### src/rtl/if_id_skid.sv
// ============================================================================
// Module      : if_id_skid
// Description : Two-entry in-order skid buffer between the fetch stage and the
//               decode stage of a pipelined core.  The main register drives
//               out_pc/out_instr; the skid register absorbs one extra entry so
//               that in_ready can be a registered signal with no combinational
//               path from out_ready.  A flush discards every held entry.
// Revision    : 1.0 - initial release
// ----------------------------------------------------------------------------
// Parameters
//   PC_W      : program-counter width (default 8)
//   INSTR_W   : instruction word width (default 32)
// Ports
//   clk        in   single clock, rising edge
//   reset      in   asynchronous reset, active low (0 = in reset)
//   flush      in   synchronous discard of all entries (taken branch/jump)
//   in_valid   in   fetch offers in_pc/in_instr
//   in_ready   out  buffer accepts the offer this cycle (registered)
//   in_pc      in   PC of the offered instruction
//   in_instr   in   offered instruction word
//   out_valid  out  out_pc/out_instr hold a valid entry for decode
//   out_ready  in   decode consumes the head entry this cycle
//   out_pc     out  PC of the head entry
//   out_instr  out  instruction of the head entry
//   bubble_cnt out  saturating decode-starvation counter
//                   (present only when IF_ID_BUBBLE_COUNT_EN is defined)
// Configuration macro
//   IF_ID_BUBBLE_COUNT_EN : compiles in the bubble_cnt port and its counter
// ============================================================================

`default_nettype none

module if_id_skid #(
    parameter int PC_W    = 8,
    parameter int INSTR_W = 32
) (
    input  logic               clk,
    input  logic               reset,
    input  logic               flush,
    input  logic               in_valid,
    output logic               in_ready,
    input  logic [PC_W-1:0]    in_pc,
    input  logic [INSTR_W-1:0] in_instr,
    output logic               out_valid,
    input  logic               out_ready,
    output logic [PC_W-1:0]    out_pc,
    output logic [INSTR_W-1:0] out_instr
`ifdef IF_ID_BUBBLE_COUNT_EN
    ,
    output logic [7:0]         bubble_cnt
`endif
);

    // ------------------------------------------------------------------------
    // State encoding: number of entries currently held.
    // ------------------------------------------------------------------------
    typedef enum logic [1:0] {
        ST_EMPTY = 2'd0,
        ST_ONE   = 2'd1,
        ST_TWO   = 2'd2
    } state_t;

    state_t               state_q,      state_d;
    logic                 in_ready_q,   in_ready_d;
    logic                 out_valid_q,  out_valid_d;
    logic [PC_W-1:0]      main_pc_q,    main_pc_d;
    logic [INSTR_W-1:0]   main_instr_q, main_instr_d;
    logic [PC_W-1:0]      skid_pc_q,    skid_pc_d;
    logic [INSTR_W-1:0]   skid_instr_q, skid_instr_d;

    logic                 w_accept;
    logic                 w_pop;

    // Handshakes are qualified by the registered flags only, so neither
    // in_ready nor out_valid ever depends combinationally on the far side.
    assign w_accept = in_valid  & in_ready_q;
    assign w_pop    = out_valid_q & out_ready;

    // ------------------------------------------------------------------------
    // Next-state and datapath selection.
    // ------------------------------------------------------------------------
    always_comb begin
        state_d      = state_q;
        main_pc_d    = main_pc_q;
        main_instr_d = main_instr_q;
        skid_pc_d    = skid_pc_q;
        skid_instr_d = skid_instr_q;

        if (flush) begin
            // Only the occupancy clears; the main register keeps its last
            // contents so out_pc/out_instr do not glitch on a flush, and any
            // offer made in the same cycle is simply not captured.
            state_d = ST_EMPTY;
        end else begin
            unique case (state_q)
                ST_EMPTY: begin
                    if (w_accept) begin
                        main_pc_d    = in_pc;
                        main_instr_d = in_instr;
                        state_d      = ST_ONE;
                    end
                end

                ST_ONE: begin
                    if (w_accept && w_pop) begin
                        // Head leaves and the new entry replaces it directly.
                        main_pc_d    = in_pc;
                        main_instr_d = in_instr;
                    end else if (w_accept) begin
                        // Decode stalled: park the new entry behind the head.
                        skid_pc_d    = in_pc;
                        skid_instr_d = in_instr;
                        state_d      = ST_TWO;
                    end else if (w_pop) begin
                        state_d      = ST_EMPTY;
                    end
                end

                ST_TWO: begin
                    // in_ready is low here, so no accept can coincide.
                    if (w_pop) begin
                        main_pc_d    = skid_pc_q;
                        main_instr_d = skid_instr_q;
                        state_d      = ST_ONE;
                    end
                end

                default: begin
                    state_d = ST_EMPTY;
                end
            endcase
        end

        // Flags are derived from the next state and registered, giving
        // a full cycle of timing slack on both handshake outputs.
        in_ready_d  = (state_d != ST_TWO);
        out_valid_d = (state_d != ST_EMPTY);
    end

    // ------------------------------------------------------------------------
    // Decode-starvation counter.
    // ------------------------------------------------------------------------
`ifdef IF_ID_BUBBLE_COUNT_EN
    logic [7:0] bubble_q;
    logic [7:0] bubble_d;

    always_comb begin
        bubble_d = bubble_q;
        // Decode was ready but had nothing to take; stop at all-ones.
        if (out_ready && !out_valid_q && (bubble_q != 8'hFF)) begin
            bubble_d = bubble_q + 8'd1;
        end
    end

    assign bubble_cnt = bubble_q;
`endif

    // ------------------------------------------------------------------------
    // Registers.  in_ready resets low and rises on the first edge after the
    // reset is released because in_ready_d is 1 in the empty state.
    // ------------------------------------------------------------------------
    always_ff @(posedge clk or negedge reset) begin
        if (!reset) begin
            state_q      <= ST_EMPTY;
            in_ready_q   <= 1'b0;
            out_valid_q  <= 1'b0;
            main_pc_q    <= '0;
            main_instr_q <= '0;
            skid_pc_q    <= '0;
            skid_instr_q <= '0;
`ifdef IF_ID_BUBBLE_COUNT_EN
            bubble_q     <= 8'd0;
`endif
        end else begin
            state_q      <= state_d;
            in_ready_q   <= in_ready_d;
            out_valid_q  <= out_valid_d;
            main_pc_q    <= main_pc_d;
            main_instr_q <= main_instr_d;
            skid_pc_q    <= skid_pc_d;
            skid_instr_q <= skid_instr_d;
`ifdef IF_ID_BUBBLE_COUNT_EN
            bubble_q     <= bubble_d;
`endif
        end
    end

    // ------------------------------------------------------------------------
    // Outputs.
    // ------------------------------------------------------------------------
    assign in_ready  = in_ready_q;
    assign out_valid = out_valid_q;
    assign out_pc    = main_pc_q;
    assign out_instr = main_instr_q;

endmodule

`default_nettype wire

### config.mk
export PLATFORM = sky130hd
export DESIGN_NAME = if_id_skid
export DESIGN_NICKNAME = d
export VERILOG_FILES = /design/src/rtl/if_id_skid.sv
export SDC_FILE = /design/constraint.sdc
export NUM_CORES = 1
export LEC_CHECK = 0
export CAP_MARGIN = 20
export CORE_MARGIN = 10
export CORE_UTILIZATION = 42
export CTS_CLUSTER_SIZE = 14
export DETAILED_ROUTE_END_ITERATION = 10
export PLACE_DENSITY = 0.72
export SYNTH_ARGS = -nofsm -noshare
export SYNTH_HDL_FRONTEND = slang
export SYNTH_SLANG_ARGS = --single-unit
### constraint.sdc
create_clock -name clk -period 1.65 [get_ports clk]
set_input_delay 0.495 -clock clk [delete_from_list [all_inputs] [get_ports clk]]
set_output_delay 0.495 -clock clk [all_outputs]
set_load 0.01 [all_outputs]
Yosys cells after proc, flatten, opt, wreduce, memory -nomap -nowiden --
Cells that the tools add are included.
Storage, ports and cells: bits in registers 84, input port bits 45, logic and storage cells 38
Cells by class: equality and inequality tests 6, multiplexer cells 15, bitwise gates (word level) 4, reductions and logical operators 6
Operator list (count):
- $mux W32 | 3
- $pmux W32 S3 | 1
- $mux W8 | 3
- $pmux W8 S3 | 1
- $mux W2 | 6
- $ne A2 B2 Y1 const B | 4
- $pmux W2 S3 | 1
- $reduce_and A5 Y1 | 1
- $reduce_and A4 Y1 | 1
- $reduce_bool A3 Y1 | 1
- $and A1 B1 Y1 | 2
- $eq A2 B1 Y1 const B | 1
- $eq A2 B2 Y1 const B | 1
- $logic_not A2 Y1 | 1
- $not A1 Y1 | 2
- $reduce_bool A2 Y1 | 1
- $logic_and A1 B1 Y1 | 1

Logic depth before layout (Yosys ltp) --
Gate-level depths: netlist of the first run.
depth after elaboration 7, mapped depth 4, depth with buffers taken out 3

Worst setup path before layout of the first run --
Ideal clock, no wire load.
path type register -> register, start point register state_q[1], end point register main_instr_q[0] (netlist: out_instr[0]), setup time 125 ps, arrival 1519 ps, path slack 6 ps, cell stages (with the launch flop) 5, buffers on the path 1, clock period less this slack 1644 ps, path through dfrtp_1 > nand3b_1 > a221oi_4 > buf_6 > mux2_2
On the way: longest elaborated chain between the ends 3
RTL lines:
- from (decl) | line 63 | state_t state_q, state_d;
- from (signal assigned) | line 175 | state_q <= state_d;
- $eq A2 B1 Y1 (tied with other cells) | line 95 | unique case (state_q)
- $ne A2 B2 Y1 (no source line) / $reduce_bool A3 Y1 (equally long branches)
- $reduce_and A5 Y1 (no source line)
- to (signal assigned) | line 179 | main_instr_q <= main_instr_d;
- to (decl) | line 67 | logic [INSTR_W-1:0] main_instr_q, main_instr_d;
Several ways; a longest one is shown, not always the timed one. A chain may end at the register's enable or synchronous reset.

Final worst setup path of the first run --
start point register state_q[1], end point register main_instr_q[4] (netlist: out_instr[4])
The elaborated chain is that of the path after synthesis.

==> run metrics, run 1 <==
count leader, synth mux2_2; RSZ-0062 raised after global routing yes; drt initial violations around 70; CTS tree done; final hold vios 0; clock buffer depth 2; Yosys warnings 0; CTS buffer count 9; Routed Antenna Nets 0; R2R cell count 5; dpl hpwl between 5 and 6 mm; Post-route DRC 0; Worst IR Drop VDD 0.000568 V; minimum clock period around 1.7 ns; total number of vias roughly 2300; Netlist cell types 20; Total Routing Usage GR 13.2%; Vias/cell 5.09; fin nets 387; dominant cells by area after synthesis dfrtp_1 57%, mux2_2 36%, buf_6 1.2%, buf_2 1.1%, mux2_1 0.92%; Crit Reg-Reg Endpoint out_instr[4]; Overflow after GRT 0; crit path kind reg2reg; IO Port Bufs between 80 and 90; Synth area leader dfrtp_1; pwr/cell area approximately 1300 mW/mm²; Fmax about 580 MHz; Post-synth top cells 117 x mux2_2, 84 x dfrtp_1, 8 x buf_2, 4 x a21oi_1, 4 x buf_6; GPL Wtd Cong about 0.7; Worst EP required roughly 1.9 ns; Cell Rows 34; largest net degree at the start of global routing 85; total power draw 6.71 mW; clock slew at reported path FFs about 0.080 ns; arrival time at the worst endpoint 1.94 ns; die area 0.0129 mm²; drt pass-1 iters 4; Reg2Reg Setup Slack -0.08 ns; clk_lat worst skew between 0.3 and 0.4 ns; launch point of the worst reg-to-reg path state_q[1]; Sink Count 84; Yosys reg bits 84; Core Util, Final 59.9%; type of the worst min-delay path in2async; final setup violation count 40; initial antenna violation count 0; vias in the first global route 2590; number of max-cap violations 0; Post-CTS Hold Buffers 0; Synth top area share between 50 and 60%; sequential fraction of the synthesis area a little under three fifths; ys flop type dfrtp_1; failing checks setup timing; Max-slew headroom 68.7%; Post-synth EDFFs 0; Post-Syn Area ~0.0037 mm²; share of cells above drive strength 1 between 40% and 50%; chip height approximately 110 µm; fin cells between 400 and 500; setup ws final -0.0771 ns; Starting Density 42.6%; Synthesized Nets 281; Area growth syn-to-layout 40.5%; routed len/inst between 15 and 20 µm; Die W around 110 µm; core area about 0.0086 mm²; status finished with violations; antenna cells 0; Least-Margin Pin Slew approximately 0.47 ns; Critical Path End Type flip-flop; Placed Cells 434; num ports 87; Post-Route WL about 8.3 mm; crit-path max FO 7; clock root buffer clkbuf_8; P_leak between 2 and 2.5 nW; clock skew 0.0174 ns; Post-Syn Area per Cell 15.6 µm²; period utilisation layout 105%; Cells after Synth 236; ys async rst share 100%; Slew Limit Fails 0; first-pass GRT wire length 13.8 mm; total number of H-tree levels 3; crit path launch type flip-flop
layout make-up:
class / instances / area, µm²
clock buffer: 12 / 155
clock inverter: 3 / 46.3
fill: 708 / 3460
inverter: 1 / 3.75
multi-input combinational: 139 / 1650
sequential: 84 / 2100
tap: 108 / 135
timing repair buffer: 107 / 1080
power breakdown:
group / switching [mW] / internal (mW) / total (mW) / leakage (nW)
Combinational: 0.731 / 1.33 / 2.06 / 1.23
Sequential: 0.357 / 2.78 / 3.14 / 1.00
Clock: 0.728 / 0.779 / 1.51 / 0.0987
kinds of logic (layout without fill, tap and decap cells):
| kind of cell | Yosys count | after routing | share of synthesized area, % |
|---|---|---|---|
| AOI/OAI and AO/OA | 10 | 10 | 2.28 |
| buffers and inverters | 13 | 123 | 2.41 |
| DFF | 84 | 84 | 57.1 |
| muxes | 120 | 120 | 36.7 |
| and+or+nand+nor | 9 | 9 | 1.46 |
worst max-delay path by stage:
stage               start             to  slack (ns)  depth (start not counted)
6_report       state_q[1]   out_instr[4]       -0.08                          5
5_1_grt        state_q[1]  out_instr[28]       -0.16                          5
4_1_cts        state_q[1]  out_instr[12]       -0.07                          5
3_5_place_dp     in_valid   out_instr[4]       -0.67                          5
3_3_place_gp     in_valid      out_pc[2]       -0.65                          5
2_1_floorplan  state_q[1]   out_instr[0]       0.006                          4
layer usage:
| metal | up-vias | global-route usage, % | part of all wire [%] |
|---|---|---|---|
| li1 | 1064 | - | - |
| met1 | 1192 | 16.3 | 44 |
| met2 | 52 | 21.6 | 50 |
| met3 | 5 | 4.09 | 5.3 |
| met4 | 0 | 3.81 | 0.71 |
| met5 | - | 0 | 0 |
flip-flops by register name, indices dropped and copies added, names as in the netlist:
name,count
out_instr,32
skid_instr_q,32
out_pc,8
skid_pc_q,8
state_q,2
in_ready,1
out_valid,1
worst max-delay path: stages, from the launching register on:
cell and delay, ns:
dfrtp_1 0.42, nand3b_1 0.21, a221oi_4 0.33, buf_6 0.20, buf_12 0.15, mux2_4 0.30
per-stage QoR:
stage                     setup TNS, ns  instance area (µm²)  worst slack, ns  hold WS, ns
after CTS                         -1.50                 5170          -0.0735        0.188
final                             -1.59                 5170          -0.0771        0.142
after floorplan                       0                 3680          0.00637        0.199
after global placement           -40.07                 4760           -0.647        0.481
after global routing              -5.20                 5170           -0.164        0.168
after detailed placement         -40.29                 4760           -0.668        0.487
layout by cell type, fill, tap and decap left out:
cell | netlist | routed
dfrtp_1 | 84 | 84
mux2_2 | 117 | 80
dlygate4sd2_1 | 0 | 43
mux2_4 | 0 | 40
clkdlybuf4s50_1 | 0 | 40
clkbuf_8 | 0 | 11
buf_4 | 0 | 11
buf_12 | 0 | 6
a21oi_1 | 4 | 4
nand2_2 | 0 | 2
buf_8 | 0 | 2
buf_6 | 4 | 2
nor2b_4 | 0 | 1
and4b_1 | 1 | 1
o21ai_0 | 1 | 1
inv_1 | 1 | 1
nand2_1 | 3 | 1
a211o_1 | 1 | 1
nand2b_1 | 1 | 1
a21boi_0 | 1 | 1
a2bb2oi_1 | 1 | 1
and2_1 | 1 | 1
o21bai_1 | 1 | 1
nand3b_1 | 1 | 1
or2_1 | 1 | 1
a221oi_4 | 1 | 1
clkbuf_1 | 0 | 1
clkinv_4 | 0 | 1
bufinv_16 | 0 | 1
clkinvlp_4 | 0 | 1
buf_16 | 0 | 1
dlymetal6s2s_1 | 0 | 1
clkbuf_2 | 0 | 1
what timing repair did:
action | in CTS | in global routing
gates cloned | 3 | 0
gates resized for setup | 103 | 3
setup endpoints to repair | 90 | 46
pin swaps | 2 | 0
buffers inserted | 2 | 0
(Power assumes the default switching activity.)
==> run 2: changes to the inputs <==
CORE_MARGIN = 4   (was 10)
GPL_TIMING_DRIVEN = 1   (was unset)
==> run metrics, run 2 (synthesis results as in run 1) <==
drt initial violations 24 (-65%); Vias/cell 5.11 (+0.37%); setup ws final -0.135 ns (-0.0576 ns); Die W 102 µm (-11%); crit-path max FO 9 (+2); total number of H-tree levels 3 (unchanged); failing checks setup timing; num ports 87 (unchanged); routed len/inst 17.1 µm (-5.7%); period utilisation layout 108% (+3.5 points); Max-slew headroom 70.4% (+1.8 points); clock slew at reported path FFs 0.08 ns (about the same); arrival time at the worst endpoint 2.01 ns (+0.07 ns); initial antenna violation count 1 (+1); clock buffer depth 2 (unchanged); clock skew 0.00825 ns (-0.00914 ns); CP top delay family flip-flops; clock root buffer clkbuf_8; fin nets 393 (+1.6%); largest net degree at the start of global routing 85 (unchanged); type of the worst min-delay path in2async; clk_lat worst skew 0.34 ns (about the same); R2R cell count 5 (unchanged); Least-Margin Pin Slew 0.443 ns (-0.0266 ns); crit path cell chain or2_4, a221oi_4, buf_6, clkbuf_16, mux2_2; GPL Wtd Cong 0.690 (-2.5%); Sink Count 84 (unchanged); CTS buffer count 9 (unchanged); Routed Antenna Nets 0 (unchanged); Starting Density 43.9% (+1.3 points); area of the multi-input gates 0.00156 mm² (-5.4%); Clk pwr share 25.2% (+2.7 points); Cell Int Power 5.00 mW (+2.2%); status finished with violations; Reg2Reg Setup Slack -0.13 ns (-0.06 ns); core area 0.00838 mm² (-2.9%); Filler cells 662 (-6.5%); chip height 102 µm (-11%); Critical-path top delay cell dfrtp_2; Post-Route WL 7.85 mm (-4.9%); minimum clock period 1.78 ns (+0.0576 ns); final hold vios 0 (unchanged); CP bufs+invs 2 (unchanged); die area 0.0103 mm² (-20%); Total Routing Usage GR 15.2% (+2.1 points); drt pass-1 iters 4 (unchanged); Core Util, Final 62.3% (+2.4 points); crit path launch state_q[1]; crit-path max cell delay 0.45 ns (+0.03 ns); Worst IR Drop VDD 0.000704 V (+24%); launch point of the worst reg-to-reg path state_q[1]; number of max-cap violations 0 (unchanged); final setup TNS -6.55 ns (-4.96 ns); final setup violation count 80 (+100%); crit path kind reg2reg; IO Port Bufs 86 (unchanged); Worst EP required 1.88 ns (about the same); pwr/cell area 1290 mW/mm² (-0.29%); Sw Share 25.9% (-1.1 points); RSZ-0062 raised after global routing yes; crit path launch type flip-flop; Placed Cells 432 (-0.46%); Area growth syn-to-layout 41.9%; commonest non-fill, non-tap cell in the layout mux2_2; most frequent cells in the layout 107 x mux2_2, 83 x dfrtp_1, 43 x dlygate4sd2_1; instance count on the critical path 5 (unchanged); fin cells 458 (+0.88%); CTS tree done; Fmax 560 MHz (-3.2%); Switch Pwr 1.75 mW (-3.6%); vias in the first global route 2523 (-2.6%); total number of vias 2342 (+1.3%); Cell Rows 33 (-2.9%); Critical Path End Type flip-flop; Post-route DRC 0 (unchanged); register area 0.00210 mm² (about the same); Slew Limit Fails 0 (unchanged); Seq pwr share 46.4% (-0.4 points); Overflow after GRT 0 (unchanged); first-pass GRT wire length 12.3 mm (-11%); dpl hpwl 4.97 mm (-9.8%); Comb power frac 28.4% (-2.4 points); Crit Reg-Reg Endpoint out_pc[1]; share of cells above drive strength 1 48.0% (+1.5 points); P_leak 2.31 nW (-1.2%)
==> run 2: changes by cell type in the layout (fill, tap and decap cells not counted), moves of 2 or more <==
cell       delta
buf_12        +3
bufinv_16     +2
clkbuf_16     +3
clkbuf_8      -2
mux2_2       +27
mux2_4       -28
==> run 2: metal layers <==
layer	vias up	wire (µm)	GRT usage [%]
met5	-	0	0
li1	1088	-	-
met2	64	3690	23.8
met1	1182	3640	20.5
met3	8	462	4.13
met4	0	61	5.42
==> run 2: timing repair <==
| action | 4_1_cts | 5_1_grt |
|---|---|---|
| buffers inserted | 4 | 3 |
| endpoints found under the setup margin | 122 | 61 |
| gates resized for setup | 54 | 19 |
| hold buffers | 0 | 0 |
| cloned | 1 | 4 |
| pin swaps | 1 | 2 |
==> run 2: worst max path at each step <==
stage | endpoint
after CTS | out_instr[7]
final | out_pc[1]
after floorplan | out_instr[0]
after global placement | out_instr[28]
after detailed placement | out_instr[27]
after global routing | out_pc[2]
==> run 2: area by class of cell <==
class,instances,area share [%]
inverter,1,0.0719
tap,105,2.52
sequential,84,40.3
antenna,1,0.0479
clock inverter,4,1.89
clock buffer,11,2.52
timing repair buffer,113,22.7
multi-input combinational,139,29.9
==> run 2: metrics by stage <==
step	hold WS, ns	cell area, µm²	worst slack (ns)	power (mW)
floorplan	0.199	3680	0.00637	4.11
global placement	0.479	4820	-0.573	5.13
detailed placement	0.487	4820	-0.606	5.22
CTS	0.178	5080	-0.107	6.75
global route	0.187	5220	-0.180	7.16
finish	0.163	5220	-0.135	6.75
==> run 2: power by group through the flow <==
stage          sequential (mW)  clock, mW  combinational (mW)
5_1_grt                   3.23       1.85                2.08
3_5_place_dp              3.18          0                2.04
4_1_cts                   3.13       1.75                1.86
6_report                  3.13       1.70                1.92
3_3_place_gp              3.14          0                1.99
2_1_floorplan             3.25          0               0.860
==> run 2: worst reg2reg max path, cell delays in order (launching register included) <==
cell       delay (ns)
dfrtp_2          0.45
or2_4            0.27
a221oi_4         0.28
buf_6            0.18
clkbuf_16        0.17
mux2_2           0.33
